[src/rtl/sound_pkg.sv]
// Shared types and defaults for the melody sequencer and its helpers.
package sound_pkg;

   typedef enum logic [1:0] {IDLE, FETCH, PLAY} state_t;

   localparam int DUTY_MID_DEFAULT = 50;
   localparam int DUTY_AMP_DEFAULT = 25;
   localparam int HP_W_DEFAULT     = 22;
   localparam int DUR_W_DEFAULT    = 10;

   // Builds a {half_period, duration} entry; freq_hz of 0 gives a rest.
   function automatic logic [HP_W_DEFAULT+DUR_W_DEFAULT-1:0] make_entry(
      input int unsigned sys_freq_hz,
      input int unsigned freq_hz,
      input int unsigned dur
   );
      logic [HP_W_DEFAULT-1:0] hp;
      hp = (freq_hz == 0) ? '0 : HP_W_DEFAULT'(sys_freq_hz / (2 * freq_hz));
      return {hp, DUR_W_DEFAULT'(dur)};
   endfunction

endpackage

[src/rtl/melody_sequencer_if.sv]
// Control, note-table write and audio output bundle of the melody sequencer.
interface melody_sequencer_if #(
   parameter int ADDR_W = 5,
   parameter int HP_W   = 22,
   parameter int DUR_W  = 10
);
   logic                    wr_en;
   logic [ADDR_W-1:0]       wr_addr;
   logic [HP_W+DUR_W-1:0]   wr_data;
   logic                    start;
   logic                    stop;
   logic [ADDR_W:0]         song_len;
   logic                    loop;
   logic                    playing;
   logic [ADDR_W-1:0]       note_idx;
   logic                    tone;
   logic                    done;
   logic [6:0]              duty_cycle;

   modport master (
      output wr_en, wr_addr, wr_data, start, stop, song_len, loop,
      input  playing, note_idx, tone, done, duty_cycle
   );

   modport slave (
      input  wr_en, wr_addr, wr_data, start, stop, song_len, loop,
      output playing, note_idx, tone, done, duty_cycle
   );
endinterface

[src/rtl/tone_gen.sv]
// Square-wave generator: toggles every hp enabled cycles, silent when hp is 0.
module tone_gen #(
   parameter int HP_W = 22
) (
   input  logic            clk,
   input  logic            reset,
   input  logic            clear,
   input  logic            en,
   input  logic [HP_W-1:0] hp,
   output logic            tone
);

   logic [HP_W-1:0] cnt;

   always_ff @(posedge clk) begin
      if (reset || clear) begin
         cnt  <= '0;
         tone <= 1'b0;
      end else if (en && (hp != '0)) begin
         if (cnt == hp - HP_W'(1)) begin
            cnt  <= '0;
            tone <= ~tone;
         end else begin
            cnt <= cnt + HP_W'(1);
         end
      end
   end

endmodule

[src/rtl/melody_sequencer.sv]
// Note-table melody player: steps through {half_period, duration} entries at a tick rate.
//   state | meaning
//   IDLE  | table writable, waiting for a valid start
//   FETCH | synchronous read of mem[idx]; tone and timers cleared
//   PLAY  | tone running, tick timer counting toward the note duration
module melody_sequencer
   import sound_pkg::*;
#(
   parameter int SYS_FREQ_HZ = 100_000_000,
   parameter int TICK_HZ     = 1000,
   parameter int DEPTH       = 32,
   parameter int ADDR_W      = 5,
   parameter int HP_W        = HP_W_DEFAULT,
   parameter int DUR_W       = DUR_W_DEFAULT,
   parameter int DUTY_MID    = DUTY_MID_DEFAULT,
   parameter int DUTY_AMP    = DUTY_AMP_DEFAULT
) (
   input logic               clk,
   input logic               reset,
   melody_sequencer_if.slave bus
);

   localparam int CPT     = SYS_FREQ_HZ / TICK_HZ;
   localparam int TICK_W  = $clog2(CPT);
   localparam int ENTRY_W = HP_W + DUR_W;

   state_t              state, state_next;
   logic [ENTRY_W-1:0]  mem [DEPTH];
   logic [ENTRY_W-1:0]  entry;
   logic [HP_W-1:0]     hp;
   logic [DUR_W-1:0]    dur;
   logic [ADDR_W-1:0]   idx, idx_next;
   logic [ADDR_W:0]     len_q;
   logic                loop_q;
   logic [TICK_W-1:0]   tick_ctr;
   logic [DUR_W-1:0]    tick_cnt;
   logic                done_q, done_next;
   logic                start_ok, note_end, last_note;
   logic                tone_int;
   logic [6:0]          duty;

   assign hp  = entry[ENTRY_W-1:DUR_W];
   assign dur = entry[DUR_W-1:0];

   assign start_ok  = bus.start && (bus.song_len != '0) &&
                      (bus.song_len <= (ADDR_W+1)'(DEPTH));
   // The last tick completes on the terminal count of the tick timer itself.
   assign note_end  = (dur == '0) ||
                      ((tick_ctr == '0) && (tick_cnt == dur - DUR_W'(1)));
   assign last_note = (({1'b0, idx} + (ADDR_W+1)'(1)) >= len_q);

   always_ff @(posedge clk) begin
      if ((state == IDLE) && bus.wr_en) mem[bus.wr_addr] <= bus.wr_data;
      if (state == FETCH) entry <= mem[idx];
   end

   always_ff @(posedge clk) begin
      if (reset) begin
         state  <= IDLE;
         idx    <= '0;
         len_q  <= '0;
         loop_q <= 1'b0;
         done_q <= 1'b0;
      end else begin
         state  <= state_next;
         idx    <= idx_next;
         done_q <= done_next;
         if ((state == IDLE) && start_ok) begin
            len_q  <= bus.song_len;
            loop_q <= bus.loop;
         end
      end
   end

   always_comb begin
      state_next = state;
      idx_next   = idx;
      done_next  = 1'b0;
      case (state)
         IDLE: begin
            if (start_ok) begin
               state_next = FETCH;
               idx_next   = '0;
            end
         end
         FETCH: state_next = PLAY;
         PLAY: begin
            if (note_end) begin
               if (!last_note) begin
                  idx_next   = idx + ADDR_W'(1);
                  state_next = FETCH;
               end else if (loop_q) begin
                  idx_next   = '0;
                  state_next = FETCH;
               end else begin
                  state_next = IDLE;
                  done_next  = 1'b1;
               end
            end
         end
         default: state_next = IDLE;
      endcase
      if (bus.stop) begin
         state_next = IDLE;
         idx_next   = idx;
         done_next  = 1'b0;
      end
   end

   // Tick timer counts down from CPT-1; each terminal count is one elapsed tick.
   always_ff @(posedge clk) begin
      if (reset || (state == FETCH)) begin
         tick_ctr <= TICK_W'(CPT - 1);
         tick_cnt <= '0;
      end else if (state == PLAY) begin
         if (tick_ctr == '0) begin
            tick_ctr <= TICK_W'(CPT - 1);
            tick_cnt <= tick_cnt + DUR_W'(1);
         end else begin
            tick_ctr <= tick_ctr - TICK_W'(1);
         end
      end
   end

   // Clearing whenever PLAY is not next keeps tone low through FETCH and IDLE.
   tone_gen #(.HP_W(HP_W)) u_tone_gen (
      .clk   (clk),
      .reset (reset),
      .clear (state_next != PLAY),
      .en    (state == PLAY),
      .hp    (hp),
      .tone  (tone_int)
   );

   always_comb begin
      duty = 7'(DUTY_MID);
      if (state == PLAY) begin
         if (tone_int)        duty = 7'(DUTY_MID + DUTY_AMP);
         else if (hp != '0)   duty = 7'(DUTY_MID - DUTY_AMP);
      end
   end

   assign bus.playing    = (state != IDLE);
   assign bus.note_idx   = idx;
   assign bus.tone       = tone_int;
   assign bus.done       = done_q;
   assign bus.duty_cycle = duty;

endmodule

[src/flat_wrapper.sv]
// flat-port wrapper written by rule: the top's interface ports become plain ports
module melody_sequencer_flat import sound_pkg::*;
#(
   parameter int SYS_FREQ_HZ = 100_000_000,
   parameter int TICK_HZ     = 1000,
   parameter int DEPTH       = 32,
   parameter int ADDR_W      = 5,
   parameter int HP_W        = HP_W_DEFAULT,
   parameter int DUR_W       = DUR_W_DEFAULT,
   parameter int DUTY_MID    = DUTY_MID_DEFAULT,
   parameter int DUTY_AMP    = DUTY_AMP_DEFAULT
)
  (clk, reset, bus_wr_en, bus_wr_addr, bus_wr_data, bus_start, bus_stop, bus_song_len, bus_loop, bus_playing, bus_note_idx, bus_tone, bus_done, bus_duty_cycle);
  melody_sequencer_if #(.ADDR_W(ADDR_W), .HP_W(HP_W), .DUR_W(DUR_W)) bus_i ();
  input logic clk;
  input logic reset;
  input wire logic [$bits(bus_i.wr_en)-1:0] bus_wr_en;
  input wire logic [$bits(bus_i.wr_addr)-1:0] bus_wr_addr;
  input wire logic [$bits(bus_i.wr_data)-1:0] bus_wr_data;
  input wire logic [$bits(bus_i.start)-1:0] bus_start;
  input wire logic [$bits(bus_i.stop)-1:0] bus_stop;
  input wire logic [$bits(bus_i.song_len)-1:0] bus_song_len;
  input wire logic [$bits(bus_i.loop)-1:0] bus_loop;
  output wire logic [$bits(bus_i.playing)-1:0] bus_playing;
  output wire logic [$bits(bus_i.note_idx)-1:0] bus_note_idx;
  output wire logic [$bits(bus_i.tone)-1:0] bus_tone;
  output wire logic [$bits(bus_i.done)-1:0] bus_done;
  output wire logic [$bits(bus_i.duty_cycle)-1:0] bus_duty_cycle;
  assign bus_i.wr_en = bus_wr_en;
  assign bus_i.wr_addr = bus_wr_addr;
  assign bus_i.wr_data = bus_wr_data;
  assign bus_i.start = bus_start;
  assign bus_i.stop = bus_stop;
  assign bus_i.song_len = bus_song_len;
  assign bus_i.loop = bus_loop;
  assign bus_playing = bus_i.playing;
  assign bus_note_idx = bus_i.note_idx;
  assign bus_tone = bus_i.tone;
  assign bus_done = bus_i.done;
  assign bus_duty_cycle = bus_i.duty_cycle;
  melody_sequencer #(.SYS_FREQ_HZ(SYS_FREQ_HZ), .TICK_HZ(TICK_HZ), .DEPTH(DEPTH), .ADDR_W(ADDR_W), .HP_W(HP_W), .DUR_W(DUR_W), .DUTY_MID(DUTY_MID), .DUTY_AMP(DUTY_AMP)) u_core (.clk(clk), .reset(reset), .bus(bus_i));
endmodule
[config.mk]
export PLATFORM = sky130hd
export DESIGN_NAME = melody_sequencer_flat
export DESIGN_NICKNAME = d
export VERILOG_FILES = /design/src/rtl/sound_pkg.sv /design/src/rtl/melody_sequencer_if.sv /design/src/rtl/tone_gen.sv /design/src/rtl/melody_sequencer.sv /design/src/flat_wrapper.sv
export SDC_FILE = /design/constraint.sdc
export NUM_CORES = 1
export LEC_CHECK = 0
export ABC_AREA = 1
export CAP_MARGIN = 20
export CORE_AREA = 5 5 312 437
export CTS_CLUSTER_DIAMETER = 30
export CTS_CLUSTER_SIZE = 25
export DETAILED_ROUTE_END_ITERATION = 10
export DIE_AREA = 0 0 317 442
export PLACE_DENSITY = 0.51
export SETUP_SLACK_MARGIN = 0.02
export SYNTH_ARGS = -nofsm -noshare
export SYNTH_HDL_FRONTEND = slang
export SYNTH_SLANG_ARGS = --single-unit
[constraint.sdc]
create_clock -name clk -period 7.95 [get_ports clk]
set_clock_uncertainty 0.05 [all_clocks]
set_input_delay 1.59 -clock clk [delete_from_list [all_inputs] [get_ports clk]]
set_output_delay 1.59 -clock clk [all_outputs]
set_load 0.005 [all_outputs]
Word level (Yosys, flattened, before mapping)
Memories as Yosys holds them, arrays and structs flattened. A register that Yosys moved wholly into a read port is not among the register bits.
Index checks and enable logic that the tools add are counted.
W data, S select, Z words.
{"block": "classes", "n_addsub": 7, "n_mul": 0, "div": 0, "order_cmp": 2, "n_eq_ne": 8, "n_shift": 0, "muxes": 19, "bitwise": 5, "n_reduce_logical": 20}
{"operator": "$add A22 B1 Y22 const B", "count": 1}
{"operator": "$eq A22 B22 Y1", "count": 1}
{"operator": "$mux W22", "count": 1}
{"operator": "$reduce_bool A22 Y1", "count": 1}
{"operator": "$sub A22 B1 Y22 const B", "count": 1}
{"operator": "$mux W5", "count": 4}
{"operator": "$logic_not A17 Y1", "count": 1}
{"operator": "$mux W17", "count": 1}
{"operator": "$sub A17 B1 Y17 const B", "count": 1}
{"operator": "$mux W7", "count": 2}
{"operator": "$add A10 B1 Y10 const B", "count": 1}
{"operator": "$eq A10 B10 Y1", "count": 1}
{"operator": "$logic_not A10 Y1", "count": 1}
{"operator": "$pmux W5 S2", "count": 1}
{"operator": "$sub A10 B1 Y10 const B", "count": 1}
{"operator": "$mux W2", "count": 4}
{"operator": "$add A5 B1 Y6 const B", "count": 1}
{"operator": "$ge A6 B6 Y1", "count": 1}
{"operator": "$le A6 B6 Y1 const B", "count": 1}
{"operator": "$logic_and A1 B1 Y1", "count": 6}
{"operator": "$mux W6", "count": 1}
{"operator": "$pmux W2 S3", "count": 1}
{"operator": "$reduce_bool A6 Y1", "count": 1}
{"operator": "$add A5 B1 Y5 const B", "count": 1}
{"operator": "13 further kinds", "count": 25}
{"block": "totals", "register_bits": 65, "latch_bits": 0, "mem_bits_rw": 1024, "romBits": 0, "out_inout_bits": 15, "elab_cells": 71, "memories": 1}
{"memory": "u_core.mem", "depth": 32, "width": 32, "read_ports": 1, "rd_ports_with_merged_regs": 1, "wr": 1, "line": "melody_sequencer.sv:28", "rtl": "logic [ENTRY_W-1:0] mem [DEPTH];"}

Depth between registers and ports, before layout
{"block": "logic_depth", "depth_word": 9, "depth_mapped": 18, "ltp_nobuf": 16}

Cells and area by module
Synthesis repeated with hierarchy kept, for this count alone.
{"block": "unflattened", "cells_unflattened": 3856, "hier_area_um2": 45965.3}
{"mod": "melody_sequencer", "instances": 1, "cells_each": 3434, "area_each_um2": 43520.5, "seq_area_each_um2": 32551.2}
{"mod": "tone_gen", "instances": 1, "cells_each": 422, "area_each_um2": 2444.8, "seq_area_each_um2": 460.4}

Least setup slack after synthesis
OpenSTA, ideal clock, no wires.
{"block": "synth_path", "path_kind": "input-to-reg", "startpoint": "input bus_wr_en", "endpoint": "memory u_core.mem[0][0] (netlist name), enable pin", "setup_time_ps": 421, "arrival_ps": 3415, "path_slack_ps": 4063, "path_stages": 4, "n_path_buf": 0, "path_cell_list": "inv_1 -> nor2_1 -> nand3_1 -> nor2_1"}
{"block": "synth_via", "elab_chain_len": 3}
{"element": "from (decl)", "line": "flat_wrapper.sv:17", "rtl": "input wire logic [$bits(bus_i.wr_en)-1:0] bus_wr_en;"}
{"element": "$logic_and A1 B1 Y1", "line": "melody_sequencer.sv:53", "rtl": "if ((state == IDLE) && bus.wr_en) mem[bus.wr_addr] <= bus.wr_data;"}
{"element": "$mux W1", "line": "melody_sequencer.sv:53"}
{"element": "$mux W1 (not written as such)", "line": "melody_sequencer.sv:53"}
{"element": "to (decl)", "line": "melody_sequencer.sv:28"}
Every way passes these cells.

Worst setup path in the final report
{"block": "layout_path", "startpoint": "register u_core.entry[10], read port of u_core.mem", "endpoint": "output bus_duty_cycle[5]"}
{"block": "layout_via", "elab_chain_len": 4}
{"element": "from (decl)", "line": "melody_sequencer.sv:29", "rtl": "logic [ENTRY_W-1:0] entry;"}
{"element": "$reduce_bool A22 Y1", "line": "melody_sequencer.sv:139", "rtl": "else if (hp != '0) duty = 7'(DUTY_MID - DUTY_AMP);"}
{"element": "$mux W6", "line": "melody_sequencer.sv:139"}
{"element": "$mux W7", "line": "melody_sequencer.sv:138", "rtl": "if (tone_int) duty = 7'(DUTY_MID + DUTY_AMP);"}
{"element": "$mux W7", "line": "melody_sequencer.sv:137", "rtl": "if (state == PLAY) begin"}
{"element": "to (decl)", "line": "flat_wrapper.sv:28", "rtl": "output wire logic [$bits(bus_i.duty_cycle)-1:0] bus_duty_cycle;"}
Every way passes these cells.

==> flow_summary.toml <==
[timing]
fmax_ghz = 0.1995
finalCritPeriodShare_pct = 63.05
setup_viol = 0
hold_viol_final = 0
slew_headroom_pct = 23.93
slew_viol_final = 0
fin_ws_ns = 2.937
rsz0062_at_grt = "false"
worst_pin_slew_ns = 1.138
setup_tns_ns = 0
fin_crit_ns = 5.013

[logic_synthesis]
synth_edf_count = 1056
synth_xor_area_share_pct = 1.317
syn_inst = 3805
ys_seq_area_share_pct = 71.96
synth_top_family_by_area = "compound AO/OA/AOI/OAI gates"
synthMuxAreaShare_pct = 0
ys.warnings.count = 0
synth_cell_types = 46
synth_compound_area_share_pct = 12.11
synthAdderAreaFrac_pct = 0.3546
async_flop_share_pct = 0
synthFlopType = "edfxtp_1"
synth_area_per_cell_um2 = 12.06
synthesis.nets = 3867
synth_area_um2 = 45870
synth-simple-area-share_pct = 11.05
yosys_register_bits = 1121

[finish]
drive_above_1_share_pct = 12.01
multiInputGateArea_um2 = 11640
areaGrowthSynthToFinish_pct = 18.82
seq_area_um2 = 33030
nets = 3928
fillCellCount = 12390

[setup_path]
crit_fanout = 19
endpoint_kind = "output pin"
startpoint = "u_core.entry[10]$_DFFE_PP_"
worstPathArrival_ns = 3.37
reg2reg_depth = 8
worstSetupPathType = "register to output pin"
worstPathRequired_ns = 6.31
crit_path_start_kind = "register"
r2r-start = "u_core.bus.note_idx[1]$_SDFFE_PP0P_"

[clocking]
clockBufferDepth = 3
cts_root_buf = "clkbuf_16"
cts_tree = "yes"
post_cts.repair.setup_buffers = 0
cts.clk_slew.worst_paths_ns = 0.05
cts.repair.resized = 0
cts_max_level = 4
cts_made_buffers = 177
clock_latency_ns = 0.79
cts_hold_buf = 0
cts.sinks = 1121

[drt]
drt-initial-drc-count = 2988
wire_per_inst_um = 24.80
first_pass_iters = 6
ant_nets = 0
totalWireLength_um = 143200
via_count = 30610
drc = 0
vias_per_cell = 5.299

[place]
dp_hpwl_um = 85220
port_buffers = 62
place.gp.congestion = 0.8503
dpl_worst_slack_ns = 2.732

[global_route]
antenna_found_initial = 14
overflow = 0
grt_pass1_wl_um = 207100
grt_max_degree = 189
grt_pass1_vias = 29820
track_usage_pct = 20.03

[pwr]
power.density_nw_per_um2 = 271.3
ir_worst_vdd_mv = 0.2200
power.leakage_nw = 18.15

[floorplanning]
die_x_um = 317
fp.dieH_um = 442
core_um2 = 131900
row_count = 158
die_area_um2 = 140100
start_util_pct = 34.79
ios = 64

[hold_path]
min_from = "u_core.len_q[2]$_SDFFE_PP0P_"
hold_depth = 2
hp-class = "register to register"

[outcome]
outcome = "complete, no violations"

[job]
maxCapViolations = 0
-- cell usage in the layout (no fill, tap or decap), types with 13 or more instances in the layout --
| cell type | count |
|---|---|
| inv_6 | 15 |
| xor2_1 | 49 |
| buf_2 | 31 |
| clkbuf_1 | 19 |
| nand2_1 | 292 |
| clkinvlp_4 | 19 |
| nand3_2 | 14 |
| o21ai_0 | 614 |
| bufinv_16 | 18 |
| o21ai_1 | 21 |
| clkinv_4 | 19 |
| o22ai_1 | 310 |
| clkinv_1 | 27 |
| inv_1 | 114 |
| nand4_1 | 17 |
| ha_1 | 13 |
| nor2_1 | 738 |
| dfxtp_1 | 60 |
| clkinv_2 | 24 |
| nor2_4 | 40 |
| clkbuf_16 | 181 |
| clkdlybuf4s50_1 | 31 |
| nand3_1 | 66 |
| buf_4 | 35 |
| xnor2_1 | 20 |
| a21oi_1 | 43 |
| edfxtp_1 | 1056 |
-- routing by layer --
layer | wire length, um | share of wire (%) | up-vias | track usage (%)
met5 | 21 | 0.015 | - | 0
met4 | 4254 | 3.0 | 4 | 6.476
met3 | 8206 | 5.7 | 212 | 3.232
met2 | 72530 | 51 | 965 | 34.49
met1 | 58230 | 41 | 15440 | 25.86
li1 | - | - | 14000 | -
-- Yosys cell counts, drive strengths merged, types with 20 or more instances --
library cell	n	area share [%]
nand2	302	2.5
xnor2	20	0.38
a21oi	53	0.66
edfxtp	1056	69
dfxtp	65	2.8
o21ai	635	6.9
buf	61	0.75
nand3	82	1.1
inv	121	0.99
clkbuf	174	1.4
xor2	49	0.94
o22ai	310	4.2
nor2	788	6.6
-- final timing paths --
check	to	slack [ns]
max reg2reg	u_core.entry[20]$_DFFE_PP_	3.95
max	bus_duty_cycle[5]	2.94
min	u_core.len_q[2]$_SDFFE_PP0P_	0.42
min reg2reg	u_core.len_q[2]$_SDFFE_PP0P_	0.42
-- sequential cells by signal, summed over array words and instances (netlist names), 2 cells and up --
signal                 flops
u_core.tick_cnt           10
u_core.mem              1024
u_core.u_tone_gen.cnt     22
u_core.bus.note_idx        5
u_core.tick_ctr           17
u_core.state               2
u_core.len_q               6
u_core.entry              32
-- power breakdown --
| group | switching, W | internal, W |
|---|---|---|
| sequential | 0.0000157 | 0.00651 |
| combinational | 0.000491 | 0.000125 |
| clock | 0.00285 | 0.00480 |
-- worst max-delay path: stages (launching register included) --
cell and delay, ns:
edfxtp_1 0.38, inv_1 0.15, ha_1 0.18, nand2_1 0.06
nor2_1 0.17, nand3_1 0.14, nand2_1 0.41, inv_2 0.35
nor2_1 0.20, clkdlybuf4s50_1 0.52
-- metrics by stage --
step                      hold slack, ns  instance area (um^2)  utilization [%]  power [W]  cells
after floorplan                   0.3848                 45870                -   0.006922   3805
after global placement            0.4121                 48170            36.53   0.007261   5431
after detailed placement          0.4167                 48410            36.71   0.007265   5441
after CTS                         0.4221                 54350            41.22    0.01490   5768
after global routing              0.4583                 54510            41.34    0.01522   5776
final                             0.4208                 54510            41.34    0.01479   5777
-- cells by family after synthesis --
group                      Yosys count
and+or+nand+nor                   1225
DFF                               1121
AOI/OAI and AO/OA                 1016
buffers and inverters              360
xor gates and xnor gates            69
adders and majority gates           13
other                                1
-- layout make-up --
class                   count  area share, %
diodes                      3        0.01377
clock buffers             202          8.491
inverters                 125         0.8952
multi-input cells        2324          21.36
repair buffers            117          2.194
clock inverters           125          2.412
flip-flops and latches   1121          60.59
well taps                1760          4.040
(Power assumes the default switching activity.)
